<file path="config.mk">
export PLATFORM = sky130hd
export DESIGN_NAME = mem_port_arbiter_flat
export DESIGN_NICKNAME = d
export VERILOG_FILES = /design/src/rtl/mem_arb_pkg.sv /design/src/rtl/mem_port_arbiter_if.sv /design/src/rtl/mem_arb_pick.sv /design/src/rtl/mem_port_arbiter.sv /design/src/flat_wrapper.sv
export SDC_FILE = /design/constraint.sdc
export NUM_CORES = 1
export LEC_CHECK = 0
export CORE_MARGIN = 2
export CORE_UTILIZATION = 39
export DETAILED_ROUTE_END_ITERATION = 6
export GPL_TIMING_DRIVEN = 1
export PLACE_DENSITY = 0.82
export SYNTH_ARGS = -nofsm -noshare
export SYNTH_HDL_FRONTEND = slang
export SYNTH_SLANG_ARGS = --single-unit
</file>
<file path="constraint.sdc">
create_clock -name clk -period 1.68 [get_ports clk]
set_input_delay 0.168 -clock clk [delete_from_list [all_inputs] [get_ports clk]]
set_output_delay 0.168 -clock clk [all_outputs]
set_load 0.1 [all_outputs]
</file>
<file path="src/rtl/mem_arb_pkg.sv">
// +----------------------------------------------------------------------------+
// | Module      : mem_arb_pkg                                                  |
// | Description : Shared types and widths for the memory-port arbiter.         |
// | Revision    : 1.0 - initial release                                        |
// +----------------------------------------------------------------------------+
`default_nettype none

package mem_arb_pkg;

  localparam int ADDR_W = 32;
  localparam int DATA_W = 32;

  typedef enum logic {
    IDLE = 1'b0,
    BUSY = 1'b1
  } arb_state_e;

  // Requester IDs double as the address-mux select values.
  typedef enum logic {
    REQ_IF  = 1'b0,
    REQ_LSU = 1'b1
  } req_id_e;

endpackage

`default_nettype wire

</file>
<file path="src/rtl/mem_port_arbiter_if.sv">
// +----------------------------------------------------------------------------+
// | Module      : mem_port_arbiter_if                                          |
// | Description : Requester, response and memory-side signals of the arbiter.  |
// | Revision    : 1.0 - initial release                                        |
// +----------------------------------------------------------------------------+
`default_nettype none

interface mem_port_arbiter_if;
  import mem_arb_pkg::*;

  logic              if_req;
  logic [ADDR_W-1:0] if_addr;
  logic              lsu_req;
  logic [ADDR_W-1:0] lsu_addr;
  logic              lsu_we;
  logic [DATA_W-1:0] lsu_wdata;
  logic              if_gnt;
  logic              lsu_gnt;
  logic              if_rsp_valid;
  logic              lsu_rsp_valid;
  logic [DATA_W-1:0] rsp_rdata;
  logic              rsp_err;
  logic              addr_sel;
  logic              mem_valid;
  logic [ADDR_W-1:0] mem_addr;
  logic              mem_we;
  logic [DATA_W-1:0] mem_wdata;
  logic              mem_ready;
  logic [DATA_W-1:0] mem_rdata;
  logic              busy;

  // Arbiter side
  modport slave (
    input  if_req, if_addr, lsu_req, lsu_addr, lsu_we, lsu_wdata, mem_ready, mem_rdata,
    output if_gnt, lsu_gnt, if_rsp_valid, lsu_rsp_valid, rsp_rdata, rsp_err,
           addr_sel, mem_valid, mem_addr, mem_we, mem_wdata, busy
  );

  // Requesters and memory side
  modport master (
    output if_req, if_addr, lsu_req, lsu_addr, lsu_we, lsu_wdata, mem_ready, mem_rdata,
    input  if_gnt, lsu_gnt, if_rsp_valid, lsu_rsp_valid, rsp_rdata, rsp_err,
           addr_sel, mem_valid, mem_addr, mem_we, mem_wdata, busy
  );

endinterface

`default_nettype wire

</file>
<file path="src/rtl/mem_arb_pick.sv">
// +----------------------------------------------------------------------------+
// | Module      : mem_arb_pick                                                 |
// | Description : Combinational winner select, fixed LSU priority or RR.       |
// | Revision    : 1.0 - initial release                                        |
// +----------------------------------------------------------------------------+
`default_nettype none

module mem_arb_pick
  import mem_arb_pkg::*;
#(
  parameter bit LSU_PRIO = 1'b1
) (
  input  logic    if_req,
  input  logic    lsu_req,
  input  req_id_e last_id,
  output logic    win_valid,
  output req_id_e win_id
);

  always_comb begin
    win_valid = if_req | lsu_req;
    win_id    = REQ_IF;
    if (if_req && lsu_req) begin
      // Round-robin favours whoever was not granted last.
      if (LSU_PRIO || (last_id == REQ_IF)) begin
        win_id = REQ_LSU;
      end
    end else if (lsu_req) begin
      win_id = REQ_LSU;
    end
  end

endmodule

`default_nettype wire

</file>
<file path="src/rtl/mem_port_arbiter.sv">
// +----------------------------------------------------------------------------+
// | Module      : mem_port_arbiter                                             |
// | Description : Shares one memory port between IF and LSU, one transaction   |
// |               at a time. Optional timeout: define MEM_ARB_TIMEOUT_EN.      |
// | Revision    : 1.0 - initial release                                        |
// +----------------------------------------------------------------------------+
`default_nettype none

module mem_port_arbiter
  import mem_arb_pkg::*;
#(
  parameter int TIMEOUT_CYCLES = 16,
  parameter bit LSU_PRIO       = 1'b1
) (
  input  logic               clk,
  input  logic               rst_n,
  mem_port_arbiter_if.slave  bus
);

  arb_state_e        r_state;
  req_id_e           r_last;
  logic              r_if_gnt;
  logic              r_lsu_gnt;
  logic              r_if_rsp_valid;
  logic              r_lsu_rsp_valid;
  logic [DATA_W-1:0] r_rsp_rdata;
  logic              r_addr_sel;
  logic              r_mem_valid;
  logic [ADDR_W-1:0] r_mem_addr;
  logic              r_mem_we;
  logic [DATA_W-1:0] r_mem_wdata;
  logic              r_busy;

  logic              w_win_valid;
  req_id_e           w_win_id;
  logic              w_done;
  logic [DATA_W-1:0] w_fin_rdata;

  mem_arb_pick #(
    .LSU_PRIO (LSU_PRIO)
  ) u_pick (
    .if_req    (bus.if_req),
    .lsu_req   (bus.lsu_req),
    .last_id   (r_last),
    .win_valid (w_win_valid),
    .win_id    (w_win_id)
  );

`ifdef MEM_ARB_TIMEOUT_EN
  localparam int c_TMO_W = (TIMEOUT_CYCLES > 1) ? $clog2(TIMEOUT_CYCLES) : 1;
  localparam logic [c_TMO_W-1:0] c_TMO_LAST = c_TMO_W'(TIMEOUT_CYCLES - 1);

  // Holds (BUSY cycle index - 1); the last value marks the final allowed BUSY cycle.
  logic [c_TMO_W-1:0] r_tmo_cnt;
  logic               r_rsp_err;
  logic               w_fin_err;

  always_ff @(posedge clk or negedge rst_n) begin
    if (!rst_n) begin
      r_tmo_cnt <= '0;
    end else if (r_state == IDLE) begin
      r_tmo_cnt <= '0;
    end else begin
      r_tmo_cnt <= r_tmo_cnt + c_TMO_W'(1);
    end
  end

  // A real completion on the expiry edge takes precedence over the timeout.
  assign w_done      = bus.mem_ready || (r_tmo_cnt == c_TMO_LAST);
  assign w_fin_rdata = bus.mem_ready ? bus.mem_rdata : '0;
  assign w_fin_err   = !bus.mem_ready;
  assign bus.rsp_err = r_rsp_err;
`else
  logic w_unused_tmo;

  assign w_unused_tmo = (TIMEOUT_CYCLES == 0);
  assign w_done       = bus.mem_ready;
  assign w_fin_rdata  = bus.mem_rdata;
  assign bus.rsp_err  = 1'b0;
`endif

  always_ff @(posedge clk or negedge rst_n) begin
    if (!rst_n) begin
      r_state         <= IDLE;
      r_last          <= REQ_IF;
      r_if_gnt        <= 1'b0;
      r_lsu_gnt       <= 1'b0;
      r_if_rsp_valid  <= 1'b0;
      r_lsu_rsp_valid <= 1'b0;
      r_rsp_rdata     <= '0;
      r_addr_sel      <= 1'b0;
      r_mem_valid     <= 1'b0;
      r_mem_addr      <= '0;
      r_mem_we        <= 1'b0;
      r_mem_wdata     <= '0;
      r_busy          <= 1'b0;
`ifdef MEM_ARB_TIMEOUT_EN
      r_rsp_err       <= 1'b0;
`endif
    end else begin
      r_if_gnt        <= 1'b0;
      r_lsu_gnt       <= 1'b0;
      r_if_rsp_valid  <= 1'b0;
      r_lsu_rsp_valid <= 1'b0;
      case (r_state)
        IDLE: begin
          if (w_win_valid) begin
            r_state     <= BUSY;
            r_last      <= w_win_id;
            r_addr_sel  <= w_win_id;
            r_mem_valid <= 1'b1;
            r_busy      <= 1'b1;
            r_if_gnt    <= (w_win_id == REQ_IF);
            r_lsu_gnt   <= (w_win_id == REQ_LSU);
            if (w_win_id == REQ_LSU) begin
              r_mem_addr  <= bus.lsu_addr;
              r_mem_we    <= bus.lsu_we;
              r_mem_wdata <= bus.lsu_wdata;
            end else begin
              r_mem_addr  <= bus.if_addr;
              r_mem_we    <= 1'b0;
              r_mem_wdata <= '0;
            end
          end
        end
        BUSY: begin
          if (w_done) begin
            r_state         <= IDLE;
            r_mem_valid     <= 1'b0;
            r_busy          <= 1'b0;
            r_rsp_rdata     <= w_fin_rdata;
            r_if_rsp_valid  <= (r_last == REQ_IF);
            r_lsu_rsp_valid <= (r_last == REQ_LSU);
`ifdef MEM_ARB_TIMEOUT_EN
            r_rsp_err       <= w_fin_err;
`endif
          end
        end
        default: r_state <= IDLE;
      endcase
    end
  end

  assign bus.if_gnt        = r_if_gnt;
  assign bus.lsu_gnt       = r_lsu_gnt;
  assign bus.if_rsp_valid  = r_if_rsp_valid;
  assign bus.lsu_rsp_valid = r_lsu_rsp_valid;
  assign bus.rsp_rdata     = r_rsp_rdata;
  assign bus.addr_sel      = r_addr_sel;
  assign bus.mem_valid     = r_mem_valid;
  assign bus.mem_addr      = r_mem_addr;
  assign bus.mem_we        = r_mem_we;
  assign bus.mem_wdata     = r_mem_wdata;
  assign bus.busy          = r_busy;

endmodule

`default_nettype wire

</file>
<file path="src/flat_wrapper.sv">
// flat-port wrapper written by rule: the top's interface ports become plain ports
module mem_port_arbiter_flat import mem_arb_pkg::*;
#(
  parameter int TIMEOUT_CYCLES = 16,
  parameter bit LSU_PRIO       = 1'b1
)
  (clk, rst_n, bus_if_req, bus_if_addr, bus_lsu_req, bus_lsu_addr, bus_lsu_we, bus_lsu_wdata, bus_mem_ready, bus_mem_rdata, bus_if_gnt, bus_lsu_gnt, bus_if_rsp_valid, bus_lsu_rsp_valid, bus_rsp_rdata, bus_rsp_err, bus_addr_sel, bus_mem_valid, bus_mem_addr, bus_mem_we, bus_mem_wdata, bus_busy);
  mem_port_arbiter_if bus_i ();
  input  logic clk;
  input  logic rst_n;
  input wire logic [$bits(bus_i.if_req)-1:0] bus_if_req;
  input wire logic [$bits(bus_i.if_addr)-1:0] bus_if_addr;
  input wire logic [$bits(bus_i.lsu_req)-1:0] bus_lsu_req;
  input wire logic [$bits(bus_i.lsu_addr)-1:0] bus_lsu_addr;
  input wire logic [$bits(bus_i.lsu_we)-1:0] bus_lsu_we;
  input wire logic [$bits(bus_i.lsu_wdata)-1:0] bus_lsu_wdata;
  input wire logic [$bits(bus_i.mem_ready)-1:0] bus_mem_ready;
  input wire logic [$bits(bus_i.mem_rdata)-1:0] bus_mem_rdata;
  output wire logic [$bits(bus_i.if_gnt)-1:0] bus_if_gnt;
  output wire logic [$bits(bus_i.lsu_gnt)-1:0] bus_lsu_gnt;
  output wire logic [$bits(bus_i.if_rsp_valid)-1:0] bus_if_rsp_valid;
  output wire logic [$bits(bus_i.lsu_rsp_valid)-1:0] bus_lsu_rsp_valid;
  output wire logic [$bits(bus_i.rsp_rdata)-1:0] bus_rsp_rdata;
  output wire logic [$bits(bus_i.rsp_err)-1:0] bus_rsp_err;
  output wire logic [$bits(bus_i.addr_sel)-1:0] bus_addr_sel;
  output wire logic [$bits(bus_i.mem_valid)-1:0] bus_mem_valid;
  output wire logic [$bits(bus_i.mem_addr)-1:0] bus_mem_addr;
  output wire logic [$bits(bus_i.mem_we)-1:0] bus_mem_we;
  output wire logic [$bits(bus_i.mem_wdata)-1:0] bus_mem_wdata;
  output wire logic [$bits(bus_i.busy)-1:0] bus_busy;
  assign bus_i.if_req = bus_if_req;
  assign bus_i.if_addr = bus_if_addr;
  assign bus_i.lsu_req = bus_lsu_req;
  assign bus_i.lsu_addr = bus_lsu_addr;
  assign bus_i.lsu_we = bus_lsu_we;
  assign bus_i.lsu_wdata = bus_lsu_wdata;
  assign bus_i.mem_ready = bus_mem_ready;
  assign bus_i.mem_rdata = bus_mem_rdata;
  assign bus_if_gnt = bus_i.if_gnt;
  assign bus_lsu_gnt = bus_i.lsu_gnt;
  assign bus_if_rsp_valid = bus_i.if_rsp_valid;
  assign bus_lsu_rsp_valid = bus_i.lsu_rsp_valid;
  assign bus_rsp_rdata = bus_i.rsp_rdata;
  assign bus_rsp_err = bus_i.rsp_err;
  assign bus_addr_sel = bus_i.addr_sel;
  assign bus_mem_valid = bus_i.mem_valid;
  assign bus_mem_addr = bus_i.mem_addr;
  assign bus_mem_we = bus_i.mem_we;
  assign bus_mem_wdata = bus_i.mem_wdata;
  assign bus_busy = bus_i.busy;
  mem_port_arbiter #(.TIMEOUT_CYCLES(TIMEOUT_CYCLES), .LSU_PRIO(LSU_PRIO)) u_core (.clk(clk), .rst_n(rst_n), .bus(bus_i));
endmodule
</file>
Yosys cells after proc, flatten, opt, wreduce, memory -nomap -nowiden --
Cells that the tools add are included.
Storage, ports and cells: register bits 104, bits in latches 0, RAM bits 0, ROM bits 0, input port bits 134, output and inout bits 105, word-level logic and storage cells 40, memories kept 0
Operators by class: $add $sub $neg 0, multiply operators 0, div/mod/pow operators 0, $lt $le $gt $ge 0, eq/ne operators 2, shifts and indexed selects 0, muxes and demuxes 19, bitwise operators 4, reduce and logical (&&, ||, !) cells 4
Operators with widths (number):
- two-way mux 32 bit | 2
- two-way mux 1 bit | 15
- AND reduction 2 bit | 3
- inequality test 2 bit (second input constant) | 2
- one-hot mux 1 bit (2 select lines) | 2
- inverter 1 bit | 3
- logical AND 1 bit | 1
- bitwise OR 1 bit | 1

Depth between registers and ports, before layout --
Gate-level depths: netlist of the first run.
word-level depth 5, gate-level depth with buffers 5, mapped depth without buffers 2

Modules after synthesis --
From an unflattened synthesis of the first run, not the netlist that was laid out.
Second synthesis, totals: cells, all modules 335, area total of the unflattened synthesis 4503.1 µm²
Modules (own cells, without submodules):
- mem_port_arbiter | instances 1, cells each 333, area each 4493.1 µm², sequential area each 2602.5 µm²
- mem_arb_pick | instances 1, cells each 2, area each 10.0 µm², sequential area each 0.0 µm²

Least setup slack after synthesis of the first run --
OpenSTA, ideal clock, no wires.
kind reg2out, start point register u_core.r_mem_valid (netlist: u_core.bus.mem_valid), end point output port bus_mem_valid, arrival 1.357 ns, required time 1.512 ns, slack 0.155 ns, stages on the path, launching flop included 2, path buffers 1, path through dfrtp_1 > buf_4
RTL lines:
- start: declaration | line mem_port_arbiter.sv:28 | logic r_mem_valid;
- start signal: assignment | line mem_port_arbiter.sv:92 | r_mem_valid <= 1'b0;
- start signal: assignment | line mem_port_arbiter.sv:111 | r_mem_valid <= 1'b1;
- start signal: assignment | line mem_port_arbiter.sv:129 | r_mem_valid <= 1'b0;
- end: declaration | line flat_wrapper.sv:26 | output wire logic [$bits(bus_i.mem_valid)-1:0] bus_mem_valid;
No word-level cell between the ends.

Worst setup path in the final report of the first run --
start point register u_core.r_state, end point register u_core.r_rsp_rdata[19] (netlist: u_core.bus.rsp_rdata[19])
On the way: cells in the longest elaborated chain, start to end 1
Ends and longest elaborated chain:
- start: declaration | line mem_port_arbiter.sv:20 | arb_state_e r_state;
- start signal: assignment | line mem_port_arbiter.sv:84 | r_state <= IDLE;
- start signal: assignment | line mem_port_arbiter.sv:108 | r_state <= BUSY;
- start signal: assignment | line mem_port_arbiter.sv:128 | r_state <= IDLE;
- AND reduction 2 bit (no source line)
- end signal: assignment | line mem_port_arbiter.sv:131 | r_rsp_rdata <= w_fin_rdata;
- end: declaration | line mem_port_arbiter.sv:26 | logic [DATA_W-1:0] r_rsp_rdata;
No other way between the ends. A chain may end at the register's enable or synchronous reset.

==> impl_metrics.json, run 1 <==
{
  "dieArea_um2": 12270,
  "hpwl_um": 9338,
  "nets": 709,
  "start_util_pct": 40.46,
  "synth_area_um2": 4444,
  "path_class": "reg2reg",
  "grt_first_pass_wirelength_um": 20110,
  "setup_viol": 0,
  "hold_class": "in2async",
  "fin_setup_tns_ns": 0,
  "drv_cap": 0,
  "cts_sinks": 104,
  "cts.path.max_buffers": 2,
  "root_buffer": "clkbuf_16",
  "syn_inst": 344,
  "path_max_fanout": 24,
  "num_vias": 3673,
  "overflow": 0,
  "dr.max_layer_used": "met4",
  "cts_resized": 0,
  "place.gp.congestion": 0.7967,
  "grt_usage_pct": 20.27,
  "drv_slew": 0,
  "fillCellCount": 806,
  "io_pins": 239,
  "whs_ns": 0.2121,
  "grt_pass1_vias": 3793,
  "period_share_pct": 81.98,
  "rows": 38,
  "yosys_warnings": 0,
  "skew_ns": 0.006008,
  "port-buffer-count": 237,
  "synthTopCellsByCount": "104 x dfrtp_1, 33 x a22o_1, 33 x inv_1",
  "wl_per_cell_um": 17.29,
  "die_h_um": 110.8,
  "coreArea_um2": 10980,
  "drt_wl_total_um": 12450,
  "async_flop_share_pct": 100.0,
  "drc": 0,
  "leakage_nw": 3.228,
  "layout-drive-gt1-share_pct": 31.72,
  "antenna_found_initial": 0,
  "synth.most_common_cell": "dfrtp_1",
  "drtIter0Drc": 181,
  "met3_length_um": 944,
  "dieWidth_um": 110.8,
  "fin_crit_ns": 1.377,
  "synth-main-ff-cell": "dfrtp_1",
  "path_clk_slew_ns": 0.07,
  "required_ns": 1.90,
  "synth_top_area_share_pct": 58.56,
  "vias_per_cell": 5.101,
  "wl_met1_um": 5467,
  "syn_nets": 478,
  "area_growth_pct": 62.75,
  "cellPowerDensity_nw_per_um2": 1552,
  "fmax_mhz": 726.1,
  "synth_edf_count": 0,
  "critPathLaunchType": "register",
  "cts_max_level": 3,
  "wl_met2_um": 5883,
  "synthTopCellsByArea": "dfrtp_1 59%, mux2_2 8.1%, a22o_1 6.5%, nor4b_1 6.3%, nor3b_1 5.2%",
  "tritoncts": "built",
  "r2r_setup_slack_ns": 0.30,
  "final_util_pct": 65.86,
  "drtAntennaViolNets": 0,
  "grt_max_degree": 50,
  "firstDrtPassIters": 4,
  "ir_drop_mv": 0.9090,
  "regArea_um2": 2604,
  "synth_seq_area_share_pct": 58.56,
  "synth-seq-cells": 104,
  "insertion_delay_ns": 0.34,
  "rsz0062_at_grt": "no",
  "end_kind": "register",
  "multi_input_area_um2": 1544,
  "n_antenna_cell": 0,
  "cts_buffers": 9,
  "hold_viol": 0,
  "syn_area_per_cell_um2": 12.92,
  "yosys.area.top_type": "dfrtp_1",
  "worstRegToRegCells": 3,
  "arrival_ns": 1.60,
  "synth.distinct_cells": 24,
  "status": "complete, no violations"
}
## power breakdown
part | switching, mW | internal, mW
registers | 0.307 | 2.97
clock network | 0.963 | 1.33
logic | 4.21 | 1.45
## cells by family after synthesis
kind of cell           synth area share (%)
buffers and inverters                 7.010
AOI/OAI and AO/OA                     13.71
and+or+nand+nor                       12.53
DFF                                   58.56
muxes                                 8.108
other                               0.08438
## cell usage in the layout (no fill, tap or decap), types with 9 or more instances in the layout
cell	instances
buf_12	18
inv_1	33
mux2_2	32
nor4b_1	32
nor3b_1	31
clkdlybuf4s50_1	131
a211oi_2	10
a211oi_1	21
a22o_1	33
buf_4	103
dfrtp_1	103
clkbuf_16	9
## area by class of cell
class / count / share of cell area [%]
clock buffers: 9 / 3.114
clock inverters: 7 / 1.401
inverters: 33 / 1.713
multi-input cells: 173 / 21.35
flip-flops and latches: 104 / 36.00
well taps: 140 / 2.422
repair buffers: 254 / 34.01
## through the flow
step	total power, mW	std cells	worst slack [ns]	cell area [um^2]
after CTS	11.31	720	0.2805	7233
after global placement	8.944	703	0.1825	6897
after detailed placement	9.007	703	0.09926	6897
final	11.23	720	0.3028	7233
after floorplan	7.395	344	0.1551	4444
after global routing	11.61	720	0.1953	7233
## worst max-delay path, cell delays in order (launching register included)
cell and delay [ns]:
dfrtp_2 0.49, nand2_2 0.20, buf_12 0.21, mux2_2 0.35
## registers in the layout, indices dropped and copies added, names as in the netlist
signal	count
u_core.bus.mem_valid	1
u_core.bus.rsp_rdata	32
u_core.r_state	1
u_core.bus.lsu_rsp_valid	1
u_core.bus.mem_wdata	32
u_core.bus.if_rsp_valid	1
u_core.bus.mem_we	1
u_core.bus.lsu_gnt	1
u_core.bus.addr_sel	1
u_core.bus.mem_addr	32
u_core.bus.if_gnt	1
## worst paths after layout
path | endpoint | from
setup / recovery | u_core.bus.rsp_rdata[19] | u_core.r_state
hold / removal | u_core.bus.lsu_rsp_valid | rst_n
setup reg to reg | u_core.bus.rsp_rdata[19] | u_core.r_state
hold reg to reg | u_core.bus.mem_wdata[28] | u_core.bus.mem_wdata[28]
max in group asynchronous | u_core.r_state | rst_n
min in group clk | u_core.bus.mem_addr[31] | bus_lsu_addr[31]
## what timing repair did
| action | CTS | global route |
|---|---|---|
| setup buffers | 0 | 0 |
| hold endpoints to repair | 54 | 0 |
| hold buffers | 1 | 0 |
| setup endpoints to repair | 0 | 0 |
## routing by layer
layer | GRT usage, % | vias up
met3 | 5.741 | 11
met1 | 26.85 | 1796
met5 | 0 | -
met4 | 5.833 | 0
met2 | 32.64 | 161
li1 | - | 1705
Note: power is estimated with default switching activity, not from simulation.
==> run 2: changes to the inputs <==
==> constraint.sdc (replaced) <==
create_clock -name clk -period 1.4 [get_ports clk]
set_input_delay 0.14 -clock clk [delete_from_list [all_inputs] [get_ports clk]]
set_output_delay 0.14 -clock clk [all_outputs]
set_load 0.1 [all_outputs]
==> impl_metrics.json, run 2 (synthesis gave the netlist of run 1 again) <==
{
  "hold_viol": 0,
  "fmax_mhz": 752.7,
  "hpwl_um": 10730,
  "path_class": "reg2reg",
  "grt_usage_pct": 23.68,
  "hold_path_end": "u_core.bus.mem_addr[31]",
  "num_vias": 3852,
  "end_kind": "register",
  "tritoncts": "built",
  "start_util_pct": 40.46,
  "drtIter0Drc": 174,
  "fin_setup_tns_ns": 0,
  "period_share_pct": 94.89,
  "layout_commonest_cell": "clkdlybuf4s50_1",
  "dieArea_um2": 12270,
  "skew_ns": 0.006120,
  "place.gp.congestion": 0.7967,
  "critPathLaunchType": "register",
  "worst_slew_margin_rel_pct": 62.76,
  "dieWidth_um": 110.8,
  "crit_path_max_incr_delay_ns": 0.48,
  "wl_per_cell_um": 19.88,
  "worst-path-buf-inv": 2,
  "leakage_nw": 3.619,
  "crit_top_cell": "buf_12",
  "root_buffer": "clkbuf_16",
  "worstPathCellList": "buf_12, nor2b_2, buf_12, a22o_1",
  "startpoint": "u_core.r_state",
  "status": "complete, no violations",
  "multi_input_area_um2": 1556,
  "cts.path.max_buffers": 2,
  "cts_sinks": 104,
  "required_ns": 1.67,
  "min_from": "bus_lsu_addr[31]",
  "grt_pass1_vias": 4206,
  "nets": 710,
  "fin_crit_ns": 1.328,
  "worstRegToRegCells": 4,
  "path_clk_slew_ns": 0.07,
  "ir_drop_mv": 1.288,
  "vias_per_cell": 5.343,
  "antenna_found_initial": 0,
  "die_h_um": 110.8,
  "min_path_cells": 3,
  "rows": 38,
  "final_cell_mix": "131 x clkdlybuf4s50_1, 111 x buf_12, 102 x dfrtp_1, 33 x a22o_1, 33 x inv_1",
  "path_delay_family": "flip-flops",
  "drc": 0,
  "cts_buffers": 9,
  "grt_max_degree": 105,
  "final_area_um2": 8372,
  "drv_slew": 0,
  "n_antenna_cell": 0,
  "firstDrtPassIters": 4,
  "drt_wl_total_um": 14330,
  "cellPowerDensity_nw_per_um2": 1756,
  "coreArea_um2": 10980,
  "tightest_slew_ns": 0.5587,
  "arrival_ns": 1.60,
  "placed_area_um2": 8069,
  "setup_viol": 0,
  "port-buffer-count": 237,
  "r2r-end": "u_core.bus.mem_wdata[0]",
  "cts_max_level": 3,
  "insertion_delay_ns": 0.34,
  "overflow": 0,
  "fillCellCount": 670,
  "regArea_um2": 2605,
  "drv_cap": 0,
  "area_growth_pct": 88.37,
  "r2r_start": "u_core.r_state",
  "drtAntennaViolNets": 0,
  "layout-drive-gt1-share_pct": 32.19,
  "hold_class": "in2reg",
  "grt_first_pass_wirelength_um": 23180,
  "rsz0062_at_grt": "no",
  "cp.depth": 4,
  "path_max_fanout": 22,
  "io_pins": 239,
  "crit_slowest_cell": "dfrtp_2",
  "r2r_setup_slack_ns": 0.07
}
run 2: cell type report:
class / count / area share (%)
Tap cell: 140 / 2.092
Clock buffer: 11 / 2.899
Timing Repair Buffer: 255 / 43.42
Multi-Input combinational cell: 173 / 18.59
Clock inverter: 5 / 0.4035
Inverter: 33 / 1.480
Sequential cell: 104 / 31.12
run 2: worst max-delay path by stage:
stage | end | slack [ns]
floorplan | u_core.bus.mem_addr[31] | 0.05
global placement | u_core.bus.mem_addr[23] | -0.05
detailed placement | u_core.bus.mem_addr[5] | -0.11
CTS | u_core.bus.mem_wdata[22] | 0.05
global route | u_core.bus.mem_addr[4] | 0.02
finish | u_core.bus.mem_wdata[0] | 0.07
run 2: routing by layer:
layer  GRT usage (%)  routed length (um)
met1           27.25                5391
met2           42.62                7558
met3           6.014                1047
met4           8.333                 336
met5               0                   0
run 2: tightest hold or removal path, cell delays in order:
cell and delay [ns]:
clkdlybuf4s50_1 0.40, inv_1 0.05, a221oi_1 0.06
run 2: where the power goes:
part           switching (mW)  internal, mW  leakage [nW]
registers               0.656          3.56          1.23
clock network            1.09          1.25         0.132
logic                    5.13          3.01          2.26
run 2: through the flow:
step | total power, mW | cells | util, % | setup WS, ns | hold slack, ns
detailed placement | 12.44 | 704 | 73.47 | -0.1109 | 0.2566
finish | 14.70 | 721 | 76.22 | 0.07153 | 0.3618
global placement | 12.29 | 704 | 73.47 | -0.05346 | 0.2511
global route | 15.12 | 721 | 76.22 | 0.01638 | 0.3962
floorplan | 8.875 | 344 | - | 0.05229 | -0.1556
CTS | 14.79 | 721 | 76.08 | 0.04929 | 0.3541
run 2: repair_timing:
item,in CTS,in global routing
buffers inserted,0,0
endpoints found under the hold margin,104,0
setup endpoints to repair,0,6
gates resized for setup,0,3
hold buffers,1,0
